==> src/rtl/serdes_pkg.sv <==
// serdes_pkg: shared constants and FSM state type for the serial link.
package serdes_pkg;
  localparam int DATA_W_DEFAULT = 8;
  typedef enum logic {IDLE, SHIFT} ser_state_t;
endpackage

==> src/rtl/sync_fifo.sv <==
// sync_fifo: single-clock FIFO with synchronous flush and occupancy count.
// Ports: push/wdata write side (ignored when full), pop/rdata read side (rdata shows
// the head, ignored when empty), flush empties the buffer with priority over push/pop,
// full/empty/level report occupancy.
module sync_fifo #(
  parameter int WIDTH = 8,
  parameter int DEPTH = 4
) (
  input  logic                       clk,
  input  logic                       reset_n,
  input  logic                       push,
  input  logic [WIDTH-1:0]           wdata,
  input  logic                       pop,
  output logic [WIDTH-1:0]           rdata,
  input  logic                       flush,
  output logic                       full,
  output logic                       empty,
  output logic [$clog2(DEPTH):0]     level
);
  localparam int AW = $clog2(DEPTH);
  logic [WIDTH-1:0] mem_q [DEPTH];
  logic [AW-1:0] wr_q, rd_q;
  logic [AW:0] cnt_q;
  logic do_push, do_pop;
  assign do_push = push && !full && !flush;
  assign do_pop = pop && !empty && !flush;
  assign full = cnt_q == (AW+1)'(DEPTH);
  assign empty = cnt_q == '0;
  assign level = cnt_q;
  assign rdata = mem_q[rd_q];
  always_ff @(posedge clk or negedge reset_n)
    if (!reset_n) begin
      wr_q <= '0;
      rd_q <= '0;
      cnt_q <= '0;
    end else if (flush) begin
      wr_q <= '0;
      rd_q <= '0;
      cnt_q <= '0;
    end else begin
      wr_q <= do_push ? wr_q + 1'b1 : wr_q;
      rd_q <= do_pop ? rd_q + 1'b1 : rd_q;
      cnt_q <= cnt_q + (AW+1)'(do_push) - (AW+1)'(do_pop);
    end
  always_ff @(posedge clk)
    if (do_push) mem_q[wr_q] <= wdata;
endmodule

==> src/rtl/byte_serializer.sv <==
// byte_serializer: buffers samples in a FIFO and shifts them out MSB-first, back-to-back.
// Ports: in_data/in_valid/in_ready upstream handshake, flush synchronous abort,
// serial_out/serial_valid bit stream with qualifier, frame_start marks each MSB,
// fifo_level FIFO occupancy.
module byte_serializer
  import serdes_pkg::*;
#(
  parameter int DATA_W = DATA_W_DEFAULT,
  parameter int FIFO_DEPTH = 4
) (
  input  logic                          clk,
  input  logic                          reset_n,
  input  logic [DATA_W-1:0]             in_data,
  input  logic                          in_valid,
  output logic                          in_ready,
  input  logic                          flush,
  output logic                          serial_out,
  output logic                          serial_valid,
  output logic                          frame_start,
  output logic [$clog2(FIFO_DEPTH):0]   fifo_level
);
  localparam int CW = $clog2(DATA_W);
  ser_state_t state_q, state_d;
  logic [DATA_W-1:0] shift_q, shift_d, head;
  logic [CW-1:0] cnt_q, cnt_d;
  logic full, empty, pop, last;
  sync_fifo #(.WIDTH(DATA_W), .DEPTH(FIFO_DEPTH)) u_fifo (
    .clk(clk), .reset_n(reset_n),
    .push(in_valid), .wdata(in_data),
    .pop(pop), .rdata(head),
    .flush(flush), .full(full), .empty(empty), .level(fifo_level)
  );
  assign in_ready = !full;
  assign last = cnt_q == '0;
  // Reloading on the last bit keeps queued bytes gapless on the wire.
  assign pop = !flush && !empty && (state_q == IDLE || last);
  always_ff @(posedge clk or negedge reset_n)
    if (!reset_n) begin
      state_q <= IDLE;
      shift_q <= '0;
      cnt_q <= '0;
    end else begin
      state_q <= state_d;
      shift_q <= shift_d;
      cnt_q <= cnt_d;
    end
  always_comb begin
    state_d = flush ? IDLE : pop ? SHIFT : (state_q == SHIFT && last) ? IDLE : state_q;
    shift_d = pop ? head : {shift_q[DATA_W-2:0], 1'b0};
    cnt_d = pop ? CW'(DATA_W-1) : cnt_q - 1'b1;
  end
  always_comb begin
    serial_valid = state_q == SHIFT;
    serial_out = serial_valid && shift_q[DATA_W-1];
    frame_start = serial_valid && cnt_q == CW'(DATA_W-1);
  end
endmodule

==> config.mk <==
export PLATFORM = sky130hd
export DESIGN_NAME = byte_serializer
export DESIGN_NICKNAME = d
export VERILOG_FILES = /design/src/rtl/serdes_pkg.sv /design/src/rtl/sync_fifo.sv /design/src/rtl/byte_serializer.sv
export SDC_FILE = /design/constraint.sdc
export NUM_CORES = 1
export LEC_CHECK = 0
export CORE_MARGIN = 2
export CORE_UTILIZATION = 55
export DETAILED_ROUTE_END_ITERATION = 10
export PLACE_DENSITY = 0.77
export REMOVE_ABC_BUFFERS = 1
export SLEW_MARGIN = 20
export SYNTH_ARGS = -nofsm -noshare
export SYNTH_HDL_FRONTEND = slang
export SYNTH_SLANG_ARGS = --single-unit
==> constraint.sdc <==
create_clock -name clk -period 3.08 [get_ports clk]
set_input_delay 0.308 -clock clk [delete_from_list [all_inputs] [get_ports clk]]
set_output_delay 0.308 -clock clk [all_outputs]
set_load 0.005 [all_outputs]
# After elaboration in Yosys (flattened, before gate mapping)

Memory sizes are Yosys's and may differ from the RTL's.
Index checks and enable logic that the tools add are counted.

Multiplexer cells: 12
Reduce and logical (&&, ||, !) cells: 18
Bitwise logic cells: 1
Equal/unequal tests: 2
$add $sub $neg: 5

Operators with widths:

| operator            | count |
|---|---|
| $logic_and 1x1->1   | 9 |
| $mux 2              | 4 |
| $mux 8              | 1 |
| $eq 3x3->1 const B  | 2 |
| $logic_not 3->1     | 2 |
| $mux 3              | 2 |
| $mux 1              | 5 |
| $add 2x1->2 const B | 2 |
| $reduce_bool 2->1   | 2 |
| $add 3x1->3         | 1 |
| $logic_not 1->1     | 3 |
| $reduce_bool 3->1   | 1 |
| $sub 3x1->3         | 1 |
| $sub 3x1->3 const B | 1 |
| $logic_or 1x1->1    | 1 |
| $not 1->1           | 1 |

Bits in writable memories: 32
Memories: 1
Register bits after elaboration: 19

Memory list:

| name         | words | width | read ports | clocked after Yosys merged registers in | wr ports | RTL line        | RTL |
|---|---|---|---|---|---|---|---|
| u_fifo.mem_q | 4     | 8     | 1          | 0                                       | 1        | sync_fifo.sv:21 | `logic [WIDTH-1:0] mem_q [DEPTH];` |

# Longest topological paths before layout

Gate-level depths: netlist (run 1).

Word-level depth: 8
Depth in mapped cells: 14
Gate-level depth less buffers: 14

# Modules after synthesis

Synthesis (run 1) repeated with hierarchy kept, for this count alone.

Cells, all modules: 127
Area, all modules: 2,175.8 µm²

Modules (own cells, without submodules):

| module          | instances | cells each | sequential area each (µm²) | area each (µm²) |
|---|---|---|---|---|
| sync_fifo       | 1         | 90         | 1,136.1                    | 1,629.1 |
| byte_serializer | 1         | 37         | 300.3                      | 546.8 |

# Worst setup path after synthesis (run 1)

Ideal clock, no wire load.

Path kind: reg2reg
Start: reg cnt_q[0]
End: reg u_fifo.cnt_q[2] (netlist: u_fifo.level[2])
Period minus slack after synthesis: 2.338 ns
Stages on the path, launching flop included: 15
Arrival: 2.216 ns
Buffers on the path: 0
Setup time: 0.122 ns
Path slack: 0.742 ns
Path through: dfrtp_1 > inv_1 > ha_1 > nand2b_1 > a21oi_2 > nand2b_2 > clkinv_4 > ha_1 > inv_1 > ha_1 > inv_1 > fa_1 > xor2_1 > xnor2_1 > nor2_1

Word-level cells in the longest chain between the ends: 7

RTL lines:

| element                         | RTL line              | RTL |
|---|---|---|
| from (decl)                     | byte_serializer.sv:25 | `logic [CW-1:0] cnt_q, cnt_d;` |
| from (signal assigned)          | byte_serializer.sv:45 | `cnt_q <= cnt_d;` |
| $logic_not 3->1                 | byte_serializer.sv:34 | `assign last = cnt_q == '0;` |
| $logic_or 1x1->1                | byte_serializer.sv:36 | `assign pop = !flush && !empty && (state_q == IDLE \|\| last);` |
| $logic_and 1x1->1               | byte_serializer.sv:36 |  |
| $logic_and 1x1->1 (2 in series) | sync_fifo.sv:26       | `assign do_pop = pop && !empty && !flush;` |
| $sub 3x1->3                     | sync_fifo.sv:43       | `cnt_q <= cnt_q + (AW+1)'(do_push) - (AW+1)'(do_pop);` |
| $mux 3                          | sync_fifo.sv:36       | `end else if (flush) begin` |
| to (signal assigned)            | sync_fifo.sv:43       |  |
| to (decl)                       | sync_fifo.sv:23       | `logic [AW:0] cnt_q;` |

No other way between the ends.
A chain may end at the register's enable or synchronous reset.

# Worst setup path after layout (run 1)

Ends and elaborated chain as after synthesis.

==> out/metrics.cfg, run 1 <==
[final_layout]
drive_above_1_share_pct = 19.7
nets = 168
area_delta_synth_final_pct = 15.8
antenna_cells = 0

[floorplan]
ios = 19
rows = 22
start_util_pct = 57.7
dieHeight_um = 66.4
design.core.area_um2 = 3720
dieArea_um2 = 4410
die_w_um = 66.4

[cts]
cts_sinks = 51
cts.root.buffer_cell = clkbuf_8
insertion_delay_ns = 0.30
htreeDepth = 2
tritoncts = built
numCtsBuffers = 5
cts_setup_buffers = 0
ctsHoldBuffers = 0
cts.reportedPaths.clkPinSlew_ns = 0.08
clockBufferDepth = 2
cts-resized-gates = 0

[setup_path]
critPathSlowestCell = dfrtp_1
startpoint_type = flip-flop
cp.required_ns = 3.27
cp_num_buf_inv = 4
critPathMaxFanout = 9
path_cells = inv_1 -> ha_1 -> nand2b_1 -> a21oi_2 -> nand2b_2 -> clkinv_4 -> ha_1 -> inv_1 -> ha_1 -> inv_1 -> fa_1 -> xor2_1 -> xnor2_1 -> nor2_1
end_kind = flip-flop
critPathMaxStageDelay_ns = 0.42
critPathArrivalTime_ns = 2.77
crit_type = flip-flop to flip-flop
cp_top_family = adder cells

[detailed_routing]
ant_nets = 0
via_count = 1039
wire_per_inst_um = 16.8
drcViolationCount = 0
drt-total-wl_mm = 3.29
vias_per_cell = 5.33
drt_first_iter_violations = 25
first_pass_iters = 4

[global_routing]
grt-ovfl-total = 0
grt_pass1_wl_mm = 5.34
busiest_layer = met2
met3_usage_pct = 4.60
grt_util_met2_pct = 31.3
antenna_found_initial = 0
grt_max_degree = 20
grt_usage_pct = 18.0
grtUsageMet1_pct = 20.4
grt_pass1_vias = 1086

[sta]
maxSlewViolCount = 0
worst_pin_slew_ns = 0.861
relSlewSlack_pct = 42.4
min_period_over_period_pct = 83.7
fin_skew_ns = 0.00857
rsz0062_at_grt = no
fin_tns_setup_ns = 0
fmax_mhz = 388
finalSetupViolations = 0
fin_crit_ns = 2.58
hold_violations = 0

[placement]
post-dp-hpwl_mm = 2.24
place_congestion = 0.663
io_buffers = 18

[synth]
ys_ff_latch = 51
synth_area_per_cell_um2 = 17.4
ys_seq_area_share_pct = 67.0
yosysWarnings = 0
synth_area_um2 = 2140
yosysUniqueCellTypes = 29
syn_inst = 123

[status]
outcome = complete, no violations

[pwr]
leakagePower_nw = 0.954
p_total_mw = 1.94
max-vdd-ir-drop_mv = 0.419
p_per_area_nw_per_um2 = 780

[job]
cap_violations = 0

[min_path]
holdCritPathClass = flip-flop to flip-flop

cells in the final DEF, fill, tap and decap left out, types with 2 or more instances in the layout:
master | netlist | routed
a21oi_1 | 2 | 2
and2_1 | 6 | 6
clkbuf_8 | 0 | 5
clkdlybuf4s50_1 | 0 | 18
dfrtp_1 | 19 | 19
edfxtp_1 | 32 | 32
ha_1 | 9 | 9
inv_1 | 8 | 8
mux2_4 | 7 | 7
mux4_2 | 7 | 7
nand2_1 | 5 | 5
nor2_1 | 5 | 5
xnor2_1 | 5 | 5
path summary, 6_finish.rpt:
check,start,depth (start not counted),slack [ns],end
worst max register to register,cnt_q[0],14,0.50,u_fifo.level[2]
worst min register to register,shift_q[0],1,0.48,shift_q[1]
max in group asynchronous,reset_n,1,2.05,u_fifo.wr_q[0]
min in group asynchronous,reset_n,1,0.49,shift_q[4]
worst min-delay path,shift_q[0],1,0.48,shift_q[1]
worst max-delay path,cnt_q[0],14,0.50,u_fifo.level[2]
where the power goes:
group          internal (mW)  total (mW)  switching (mW)  leakage, nW
combinational          0.319       0.528           0.209        0.370
sequential             0.851       0.959           0.108        0.533
clock                  0.242       0.449           0.207       0.0514
cell families after synthesis:
group | count (synthesis) | synth area share, %
DFF | 51 | 67.0
and+or+nand+nor | 25 | 6.89
muxes | 15 | 13.5
buffers and inverters | 12 | 2.74
adders and majority gates | 10 | 6.19
xor gates and xnor gates | 6 | 2.45
AOI/OAI and AO/OA | 4 | 1.23
Yosys cell counts (all sizes together):
library cell  instances  share of area [%]
clkinv                1               0.41
inv                   8                1.4
a211oi                1               0.35
nand2b                2               0.70
xnor2                 5                2.0
nand3                 1               0.23
mux4                  8                8.6
a21oi                 3               0.88
dfrtp                19                 22
fa                    1               0.93
edfxtp               32                 45
mux2                  7                4.9
nor3                  1               0.76
and2                  6                1.8
ha                    9                5.3
or3b                  1               0.53
nor2                  6                1.2
nand2                 6                1.2
and3                  1               0.29
xor2                  1               0.41
nor2b                 1               0.29
buf                   3               0.93
cell type report:
class / count / area [µm²]
Clock buffer: 6 / 72.6
Clock inverter: 2 / 37.5
Fill cell: 258 / 1230
Inverter: 9 / 38.8
Multi-Input combinational cell: 60 / 648
Sequential cell: 51 / 1440
Tap cell: 48 / 60.1
Timing Repair Buffer: 19 / 188
worst register-to-register path: cells and delay by family (launching register included):
kind	cells	cell delay, ns
adder cells (fa/ha/maj)	4	0.90
flip-flops	1	0.42
buffers and inverters	4	0.33
XOR/XNOR	2	0.31
AND/OR/NAND/NOR	3	0.30
AO/OA/AOI/OAI	1	0.22
per-layer routing:
metal  up-vias  routed length (µm)
li1        486                   -
met2        16                1760
met3         7                  92
met5         -                   0
met4         0                  76
met1       530                1360
flip-flops by register name (all words and copies together) (netlist names):
name	flops
u_fifo.wr_q	2
serial_valid	1
shift_q	8
u_fifo.mem_q	32
cnt_q	3
u_fifo.level	3
u_fifo.rd_q	2
metrics by stage:
stage	hold WS [ns]	util, %	instance area [µm²]	instances	setup WS, ns
6_report	0.483	66.8	2480	195	0.503
5_1_grt	0.499	66.8	2480	195	0.271
4_1_cts	0.484	66.8	2480	195	0.455
3_5_place_dp	0.467	63.8	2370	187	0.486
3_3_place_gp	0.450	63.8	2370	187	0.646
2_1_floorplan	0.0124	-	2120	120	0.745
Power figures use the tool's default switching activity.
==> run 2, diff against run 1 <==
==> constraint.sdc (replaced) <==
create_clock -name clk -period 2.46 [get_ports clk]
set_input_delay 0.246 -clock clk [delete_from_list [all_inputs] [get_ports clk]]
set_output_delay 0.246 -clock clk [all_outputs]
set_load 0.005 [all_outputs]
==> run 2 against run 1 <==
  * Non-clock buffer count rose by 8
  * Die area unchanged
  * Design area grew 3.4%
  * Clock skew grew 0.0016 ns
  * Critical path depth is the same
  * Utilization up 2.3 points
  * Worst hold slack lost 0.059 ns
  * First-iteration DRC count is 12% lower
  * Maximum frequency grew 9.8%
  * Global-route usage shrank 0.19 points
  * Clock-buffer cell count fell by 1
  * Worst setup slack lost 0.39 ns
  * Critical path type unchanged
  * Largest power group unchanged
==> out/metrics.cfg, run 2 (synthesis results as in run 1) <==
[pwr]
p_per_area_nw_per_um2 = 966  ; +24%
max-vdd-ir-drop_mv = 0.529  ; +26%
leakagePower_nw = 0.991  ; +3.9%

[sta]
finalSetupViolations = 0  ; unchanged
fin_crit_ns = 2.35  ; -0.229 ns
worst_pin_slew_ns = 0.854  ; -0.00758 ns
hold_violations = 0  ; unchanged
maxSlewViolCount = 0  ; unchanged
fmax_mhz = 426  ; +9.8%
hold_slack_ns = 0.423  ; -0.0592 ns
fin_skew_ns = 0.0102  ; +0.00159 ns
fin_tns_setup_ns = 0  ; unchanged
relSlewSlack_pct = 42.9  ; +0.51 points
min_period_over_period_pct = 95.4  ; +12 points

[final_layout]
top_register = u_fifo.mem_q
final_cell_mix = 32 x edfxtp_1, 19 x dfrtp_1, 18 x clkdlybuf4s50_1
layout_commonest_cell = edfxtp_1
fillers = 261  ; +1.2%
finalInstanceArea_um2 = 2560  ; +3.4%
finish.utilization_pct = 69.0  ; +2.3 points
instances_no_fill = 203  ; +4.1%
top_regs = u_fifo.mem_q (32), shift_q (8)
nets = 176  ; +4.8%
area_delta_synth_final_pct = 19.7
antenna_cells = 0  ; unchanged
drive_above_1_share_pct = 29.0  ; +9.3 points
largest_reg_flops = 32  ; unchanged

[status]
outcome = complete, no violations

[setup_path]
cp.required_ns = 2.66  ; -0.61 ns
critPathArrivalTime_ns = 2.54  ; -0.23 ns
critPathMaxStageDelay_ns = 0.40  ; -0.02 ns
startpoint_type = flip-flop
critPathSlowestCell = dfrtp_1
critPathMaxFanout = 3  ; -6
crit_type = flip-flop to flip-flop
end_kind = flip-flop
path_cells = inv_2 -> ha_4 -> nand2b_4 -> a21oi_4 -> nand2b_4 -> clkinv_4 -> ha_1 -> inv_1 -> ha_2 -> inv_2 -> fa_2 -> xor2_2 -> xnor2_1 -> nor2_1

[min_path]
holdCritPathClass = input pin to asynchronous set/reset pin

[cts]
htreeDepth = 2  ; unchanged
clockBufferDepth = 2  ; unchanged
cts.root.buffer_cell = clkbuf_8
tritoncts = built
cts.reportedPaths.clkPinSlew_ns = 0.09  ; about the same
insertion_delay_ns = 0.30  ; about the same
numCtsBuffers = 5  ; unchanged
cts_sinks = 51  ; unchanged

[detailed_routing]
drt-total-wl_mm = 3.34  ; +1.7%
via_count = 1060  ; +2.0%
drcViolationCount = 0  ; unchanged
drt_first_iter_violations = 22  ; -12%
vias_per_cell = 5.22  ; -2.0%
wire_per_inst_um = 16.5  ; -2.3%
ant_nets = 0  ; unchanged
first_pass_iters = 4  ; unchanged

[global_routing]
antenna_found_initial = 0  ; unchanged
grt_usage_pct = 17.8  ; -0.19 points
grt_pass1_wl_mm = 5.38  ; +0.66%
grt-ovfl-total = 0  ; unchanged
grt_max_degree = 20  ; unchanged
grt_pass1_vias = 1097  ; +1.0%

[placement]
place_congestion = 0.722  ; +8.9%
dpl.cell_count = 189  ; +1.1%
io_buffers = 18  ; unchanged
place_area_um2 = 2390  ; +0.63%
post-dp-hpwl_mm = 2.29  ; +1.9%

[floorplan]
start_util_pct = 57.7  ; unchanged
ios = 19  ; unchanged
dieArea_um2 = 4410  ; unchanged
dieHeight_um = 66.4  ; unchanged
die_w_um = 66.4  ; unchanged
rows = 22  ; unchanged
design.core.area_um2 = 3720  ; unchanged

[job]
cap_violations = 0  ; unchanged

[run 2: cell type report]
class | instances | area (µm²) | area share [%]
inverter | 9 | 38.8 | 1.51
sequential | 51 | 1440 | 56.0
clock buffer | 5 | 68.8 | 2.68
tap | 48 | 60.1 | 2.34
timing repair buffer | 27 | 248 | 9.66
multi-input combinational | 60 | 693 | 27.0
clock inverter | 3 | 20.0 | 0.780
[run 2: repair_timing]
item | 4_1_cts | 5_1_grt
resized for setup | 0 | 11
endpoints found under the setup margin | 1 | 1
pin swaps | 1 | 5
endpoints found under the hold margin | 0 | 0
hold buffers | 0 | 0
buffers inserted | 1 | 5
[run 2: critical path: cells and delay by family (launching register included)]
family | cells | cell delay (ns)
compound gates | 1 | 0.18
buf+inv | 4 | 0.24
fa+ha+maj | 4 | 0.91
simple gates | 3 | 0.21
flops | 1 | 0.40
xor+xnor | 2 | 0.32
[run 2: report_power, final]
group / total [mW] / internal [mW] / switching, mW
Sequential: 1.20 / 1.07 / 0.134
Clock: 0.465 / 0.198 / 0.267
Combinational: 0.813 / 0.499 / 0.314
[run 2: metrics by stage]
step	setup slack (ns)	total power, mW
2_1_floorplan	0.125	1.66
3_3_place_gp	0.142	1.86
3_5_place_dp	-0.0160	1.91
4_1_cts	0.0165	2.39
5_1_grt	-0.0115	2.63
6_report	0.112	2.48
[run 2: worst paths after layout]
path,startpoint,to,slack (ns),depth (start not counted)
worst min register to register,shift_q[0],shift_q[1],0.49,1
min in group clk,shift_q[0],shift_q[1],0.49,1
max in group asynchronous,reset_n,u_fifo.wr_q[0],1.50,1
worst max register to register,cnt_q[0],u_fifo.level[2],0.11,14
worst max-delay path,cnt_q[0],u_fifo.level[2],0.11,14
worst min-delay path,reset_n,serial_valid,0.42,1
[run 2: per-layer routing]
metal | wire [µm] | global-route usage, % | up-vias
met2 | 1790 | 29.6 | 19
met5 | 0 | 0 | -
met4 | 64 | 7.65 | 0
li1 | - | - | 499
met3 | 135 | 5.11 | 6
met1 | 1350 | 21.7 | 536
